## config.mk

```make
export PLATFORM = sky130hd
export DESIGN_NAME = sample_fetch_master
export DESIGN_NICKNAME = d
export VERILOG_FILES = /design/src/rtl/sfm_pkg.sv /design/src/rtl/sfm_fifo.sv /design/src/rtl/sample_fetch_master.sv
export SDC_FILE = /design/constraint.sdc
export NUM_CORES = 1
export LEC_CHECK = 0
export CAP_MARGIN = 0
export CORE_ASPECT_RATIO = 0.5
export CORE_UTILIZATION = 52
export DETAILED_ROUTE_END_ITERATION = 16
export PLACE_DENSITY = 0.77
export SYNTH_ARGS = -nofsm -noshare
export SYNTH_HDL_FRONTEND = slang
export SYNTH_SLANG_ARGS = --single-unit
```

## constraint.sdc

```tcl
create_clock -name clk -period 4.1 [get_ports clk]
set_input_delay 0.41 -clock clk [delete_from_list [all_inputs] [get_ports clk]]
set_output_delay 0.41 -clock clk [all_outputs]
set_load 0.05 [all_outputs]
```

## src/rtl/sfm_pkg.sv

```systemverilog
// rtl/sfm_pkg.sv - shared state encoding and default sizing for the sample fetch master
package sfm_pkg;

    typedef enum logic [1:0] {
        IDLE  = 2'd0,
        FETCH = 2'd1,
        DRAIN = 2'd2
    } state_e;

    localparam int SFM_ADDR_W     = 16;
    localparam int SFM_DATA_W     = 32;
    localparam int SFM_FIFO_DEPTH = 4;

endpackage

```

## src/rtl/sfm_fifo.sv

```systemverilog
// rtl/sfm_fifo.sv - synchronous output buffer with registered occupancy and same-cycle push/pop
module sfm_fifo #(
    parameter int DATA_W = 32,
    parameter int DEPTH  = 4
) (
    input  logic                     clk,
    input  logic                     reset,
    input  logic                     flush_i,
    input  logic                     push_i,
    input  logic [DATA_W-1:0]        push_data_i,
    input  logic                     pop_i,
    output logic [DATA_W-1:0]        head_o,
    output logic                     empty_o,
    output logic [$clog2(DEPTH):0]   count_o
);

    localparam int AW = $clog2(DEPTH);

    logic [DATA_W-1:0] mem_q [DEPTH];
    logic [AW-1:0]     wr_ptr_q;
    logic [AW-1:0]     rd_ptr_q;
    logic [AW:0]       count_q;

    // The producer never pushes into a full buffer unless it also pops that cycle.
    always_ff @(posedge clk) begin
        if (reset || flush_i) begin
            wr_ptr_q <= '0;
            rd_ptr_q <= '0;
            count_q  <= '0;
        end else begin
            if (push_i) wr_ptr_q <= wr_ptr_q + AW'(1);
            if (pop_i)  rd_ptr_q <= rd_ptr_q + AW'(1);
            count_q <= count_q + (AW+1)'(push_i) - (AW+1)'(pop_i);
        end
    end

    always_ff @(posedge clk) begin
        if (push_i) mem_q[wr_ptr_q] <= push_data_i;
    end

    assign head_o  = mem_q[rd_ptr_q];
    assign empty_o = (count_q == '0);
    assign count_o = count_q;

endmodule

```

## src/rtl/sample_fetch_master.sv

```systemverilog
// rtl/sample_fetch_master.sv - sequential memory reader streaming words through a small buffer
module sample_fetch_master
    import sfm_pkg::*;
#(
    parameter int ADDR_W     = SFM_ADDR_W,
    parameter int DATA_W     = SFM_DATA_W,
    parameter int FIFO_DEPTH = SFM_FIFO_DEPTH
) (
    input  logic                  clk,
    input  logic                  reset,
    input  logic                  start,
    input  logic [ADDR_W-1:0]     base_addr,
    input  logic [ADDR_W:0]       word_count,
    input  logic                  loop,
    input  logic                  abort,
    output logic                  busy,
    output logic                  done,
    output logic [ADDR_W-1:0]     address,
    output logic [DATA_W/8-1:0]   byteenable,
    output logic                  chipselect,
    output logic                  write,
    output logic [DATA_W-1:0]     writedata,
    output logic                  clken,
    input  logic [DATA_W-1:0]     readdata,
    output logic [DATA_W-1:0]     out_data,
    output logic                  out_valid,
    input  logic                  out_ready
);

    localparam int             CW      = $clog2(FIFO_DEPTH) + 1;
    localparam logic [CW:0]    DEPTH_L = (CW+1)'(FIFO_DEPTH);

    state_e              state_q, state_d;
    logic [ADDR_W-1:0]   addr_q, addr_d, base_q, base_d;
    logic [ADDR_W:0]     remain_q, remain_d, count_q, count_d;
    logic                loop_q, loop_d;
    logic                inflight_q, inflight_d;
    logic                done_q, done_d;

    logic                issue, kill, pop, push, room;
    logic                fifo_empty;
    logic [CW-1:0]       fifo_count;
    logic [DATA_W-1:0]   fifo_head;
    logic [CW:0]         occ_after;

    logic [ADDR_W-1:0]   cur_addr, cur_base;
    logic [ADDR_W:0]     cur_remain, cur_count;
    logic                cur_loop;

    // The first read is issued in the start cycle itself, straight from the command inputs.
    assign cur_addr   = (state_q == IDLE) ? base_addr  : addr_q;
    assign cur_base   = (state_q == IDLE) ? base_addr  : base_q;
    assign cur_remain = (state_q == IDLE) ? word_count : remain_q;
    assign cur_count  = (state_q == IDLE) ? word_count : count_q;
    assign cur_loop   = (state_q == IDLE) ? loop       : loop_q;

    assign kill = abort && (state_q != IDLE);
    assign pop  = !fifo_empty && out_ready;
    assign push = inflight_q && !kill;

    // Occupancy plus the read returning this cycle, less the word leaving this cycle.
    assign occ_after = {1'b0, fifo_count} + (CW+1)'(inflight_q) - (CW+1)'(pop);
    assign room      = (occ_after < DEPTH_L);

    always_comb begin
        state_d    = state_q;
        addr_d     = addr_q;
        base_d     = base_q;
        count_d    = count_q;
        remain_d   = remain_q;
        loop_d     = loop_q;
        inflight_d = 1'b0;
        done_d     = 1'b0;
        issue      = 1'b0;

        case (state_q)
            IDLE: begin
                if (start) begin
                    base_d  = base_addr;
                    count_d = word_count;
                    loop_d  = loop;
                    if (word_count == '0) begin
                        done_d = 1'b1;
                    end else begin
                        issue   = 1'b1;
                        state_d = FETCH;
                    end
                end
            end
            FETCH: begin
                if (abort) state_d = IDLE;
                else       issue   = room;
            end
            DRAIN: begin
                if (abort) begin
                    state_d = IDLE;
                end else if (!inflight_q && fifo_count == CW'(pop)) begin
                    state_d = IDLE;
                    done_d  = 1'b1;
                end
            end
            default: state_d = IDLE;
        endcase

        if (issue) begin
            inflight_d = 1'b1;
            if (cur_remain == (ADDR_W+1)'(1)) begin
                if (cur_loop) begin
                    addr_d   = cur_base;
                    remain_d = cur_count;
                end else begin
                    addr_d  = cur_addr + ADDR_W'(1);
                    state_d = DRAIN;
                end
            end else begin
                addr_d   = cur_addr + ADDR_W'(1);
                remain_d = cur_remain - (ADDR_W+1)'(1);
            end
        end
    end

    always_ff @(posedge clk) begin
        if (reset) begin
            state_q    <= IDLE;
            addr_q     <= '0;
            base_q     <= '0;
            count_q    <= '0;
            remain_q   <= '0;
            loop_q     <= 1'b0;
            inflight_q <= 1'b0;
            done_q     <= 1'b0;
        end else begin
            state_q    <= state_d;
            addr_q     <= addr_d;
            base_q     <= base_d;
            count_q    <= count_d;
            remain_q   <= remain_d;
            loop_q     <= loop_d;
            inflight_q <= inflight_d;
            done_q     <= done_d;
        end
    end

    sfm_fifo #(
        .DATA_W (DATA_W),
        .DEPTH  (FIFO_DEPTH)
    ) u_fifo (
        .clk         (clk),
        .reset       (reset),
        .flush_i     (kill),
        .push_i      (push),
        .push_data_i (readdata),
        .pop_i       (pop),
        .head_o      (fifo_head),
        .empty_o     (fifo_empty),
        .count_o     (fifo_count)
    );

    assign busy       = (state_q != IDLE);
    assign done       = done_q;
    assign chipselect = issue;
    assign address    = (state_q == IDLE && issue) ? base_addr : addr_q;
    assign out_valid  = !fifo_empty;
    assign out_data   = fifo_empty ? '0 : fifo_head;

    assign byteenable = '1;
    assign write      = 1'b0;
    assign writedata  = '0;
    assign clken      = 1'b1;

endmodule

```

==> flow_metrics.env, run 1 <==
export IMPL_synth_cell_type_count=83
export IMPL_worst_setup_path_end_kind="output pin"
export IMPL_stdcell_area_sq_um=12800
export IMPL_die_area_sq_um=20800
export IMPL_tightest_slew_ns=0.900
export IMPL_dp_hpwl_um=16200
export IMPL_hold_class="register to register"
export IMPL_leakagePower_nw=4.56
export IMPL_place_congestion=0.893
export IMPL_insertion_delay_ns=0.50
export IMPL_avgSynthCellArea_sq_um=10.7
export IMPL_die_h_um=102
export IMPL_setup_violations=0
export IMPL_grt_overflow=0
export IMPL_final_layout_size_suffix_gt1_share_pct=13.8
export IMPL_critical_path_class="register to output pin"
export IMPL_synth_edf_count=128
export IMPL_htree_num_levels=1
export IMPL_track_usage_pct=24.0
export IMPL_grt_first_pass_wirelength_um=39700
export IMPL_fill_cells=1499
export IMPL_crit_slowest_cell="a2111o_1"
export IMPL_yosys_register_bits=208
export IMPL_min_period_over_period_pct=94.3
export IMPL_hold_viol_final=0
export IMPL_slew_violations=0
export IMPL_synth_ff_type="edfxtp_1"
export IMPL_total_power_mw=7.19
export IMPL_cts_clk_slew_worst_paths_ns=0.06
export IMPL_worst_path_max_fanout=7
export IMPL_yosysTopAreaCell="edfxtp_1"
export IMPL_vias=8032
export IMPL_drt_initial_drc_count=522
export IMPL_ir_drop_mv=0.305
export IMPL_place_area_sq_um=12100
export IMPL_synthArstFlopShare_pct=0
export IMPL_use_met2_pct=41.6
export IMPL_holdWs_ns=0.451
export IMPL_yosys_warnings=0
export IMPL_cts_buffers=20
export IMPL_required_ns=3.69
export IMPL_synth_area_top_cells="edfxtp_1 (37%), dfxtp_1 (15%), mux4_2 (6.9%), nand2_1 (5.8%), a21oi_1 (3.7%)"
export IMPL_crit_arrival_ns=3.46
export IMPL_syn_inst=978
export IMPL_rsz0062_at_grt="false"
export IMPL_fin_util_pct=65.6
export IMPL_slowest_delay_ns=0.42
export IMPL_ant_nets=0
export IMPL_maxCapViolations=0
export IMPL_nets=1182
export IMPL_global_route_usage_met1_pct=32.4
export IMPL_die_w_um=203
export IMPL_top_usage_layer="met2"
export IMPL_start_util_pct=53.5
export IMPL_fin_crit_ns=3.87
export IMPL_portBuffers=122
export IMPL_grt_max_degree=38
export IMPL_antenna_cells=0
export IMPL_synth_top_area_share_pct=36.7
export IMPL_clockBufferDepth=3
export IMPL_layout_common_cells="nand2_1 (163), edfxtp_1 (128), clkdlybuf4s50_1 (104)"
export IMPL_fmax_ghz=0.259
export IMPL_final_common_cell="nand2_1"
export IMPL_slew_headroom_pct=40.0
export IMPL_viasPerCell=5.82
export IMPL_row_count=36
export IMPL_routedWlPerCell_um=18.4
export IMPL_yosysSeqAreaShare_pct=51.9
export IMPL_wirelength_um=25400
export IMPL_cts_sinks=208
export IMPL_core_sq_um=19600
export IMPL_finalClockSkew_ns=0.0101
export IMPL_antenna_found_initial=0
export IMPL_cts_tree="built"
export IMPL_outcome="finished, final reports clean"
export IMPL_power_density_nw_per_um2=560
export IMPL_syn_area_sq_um=10500
export IMPL_syn_to_final_growth_pct=22.5
export IMPL_ff2ff_setup_slack_ns=0.66
export IMPL_ctsHoldBuffers=0
export IMPL_io_pins=161
export IMPL_cts_root_buffer="clkbuf_16"
export IMPL_cp_cell_sequence="inv_1 > nand3_1 > and2_1 > ha_1 > inv_1 > ha_1 > and3b_1 > a2111o_1 > a2111oi_4 > nor2_1 > inv_2 > buf_4 > a22o_1 > buf_12"
export IMPL_firstDrtPassIters=5
export IMPL_drc=0
export IMPL_tns_ns=0
export IMPL_critPathLaunchType="register"
export IMPL_grt_use_met3_pct=3.25
export IMPL_first_global_vias=7719
## power breakdown
part / switching (mW) / leakage, nW / internal [mW]
Clock: 0.789 / 0.351 / 1.20
Combinational: 1.67 / 2.39 / 1.04
Sequential: 0.134 / 1.82 / 2.36
Total: 2.60 / 4.56 / 4.59
## area by class of cell
| type | instances | area, sq um | area share (%) |
|---|---|---|---|
| inverter | 18 | 67.6 | 0.526 |
| clock buffer | 30 | 598 | 4.65 |
| multi-input combinational | 693 | 4600 | 35.8 |
| tap | 266 | 333 | 2.59 |
| sequential | 208 | 5450 | 42.4 |
| timing repair buffer | 158 | 1680 | 13.1 |
| clock inverter | 6 | 116 | 0.906 |
## critical path: cells and delay by family (launching register included)
| family | cells | cell delay, ns |
|---|---|---|
| adder cells (fa/ha/maj) | 2 | 0.47 |
| AND/OR/NAND/NOR | 4 | 0.56 |
| AO/OA/AOI/OAI | 3 | 0.92 |
| flip-flops | 1 | 0.36 |
| buffers and inverters | 5 | 0.64 |
## routing by layer
layer,share of wire [%],up-vias
li1,-,3753
met1,44,3897
met2,48,343
met3,6.5,39
met4,1.5,0
met5,0,-
## timing repair
| item | CTS | global route |
|---|---|---|
| setup endpoints to repair | 2 | 6 |
| endpoints found under the hold margin | 0 | 0 |
| resized for setup | 3 | 6 |
| cloned | 0 | 0 |
| buffers inserted | 0 | 2 |
## flip-flops by register name (all words and copies together) (netlist names), named ones only
name             cells
addr_q              16
base_q              16
count_q             17
done                 1
inflight_q           1
loop_q               1
remain_q            17
state_q              2
u_fifo.count_o       3
u_fifo.mem_q       128
u_fifo.rd_ptr_q      2
u_fifo.wr_ptr_q      2
## final timing paths
| check | startpoint | cells past startpoint | end |
|---|---|---|---|
| setup / recovery | u_fifo.count_o[2] | 14 | address[15] |
| hold reg to reg | count_q[0] | 2 | count_q[0] |
| hold / removal | count_q[0] | 2 | count_q[0] |
| setup reg to reg | u_fifo.count_o[2] | 16 | remain_q[3] |
## synth_stat cells (all sizes together) (18+ instances only)
cell,number
nand2,163
edfxtp,128
dfxtp,80
a21oi,78
buf,63
and2,49
nor2,45
clkbuf,32
mux4,32
nand3,32
o21ai,25
nor3,22
xor2,21
xnor2,19
o211ai,18
## cell families after synthesis
family	Yosys count	synth area share, %
other cells	2	0.0716
compound gates	197	12.5
fa+ha+maj	12	1.50
xor+xnor	40	3.34
simple gates	366	17.2
flops	208	51.9
mux	40	7.67
buf+inv	113	5.73
## through the flow
step	cells	setup slack, ns
3_5_place_dp	1341	0.224
2_1_floorplan	1014	-0.224
6_report	1379	0.233
5_1_grt	1379	0.0285
3_3_place_gp	1341	0.305
4_1_cts	1377	0.00738
(Power assumes the default switching activity.)
==> run 2: changes to the inputs <==
--- a/config.mk
+++ b/config.mk
@@ -10,6 +10,7 @@
 export CORE_UTILIZATION = 52
 export DETAILED_ROUTE_END_ITERATION = 16
 export PLACE_DENSITY = 0.77
+export SLEW_MARGIN = 20
 export SYNTH_ARGS = -nofsm -noshare
 export SYNTH_HDL_FRONTEND = slang
 export SYNTH_SLANG_ARGS = --single-unit
==> results of run 2 <==
No change in the layout: final DEF, timing and power equal those of run 1.
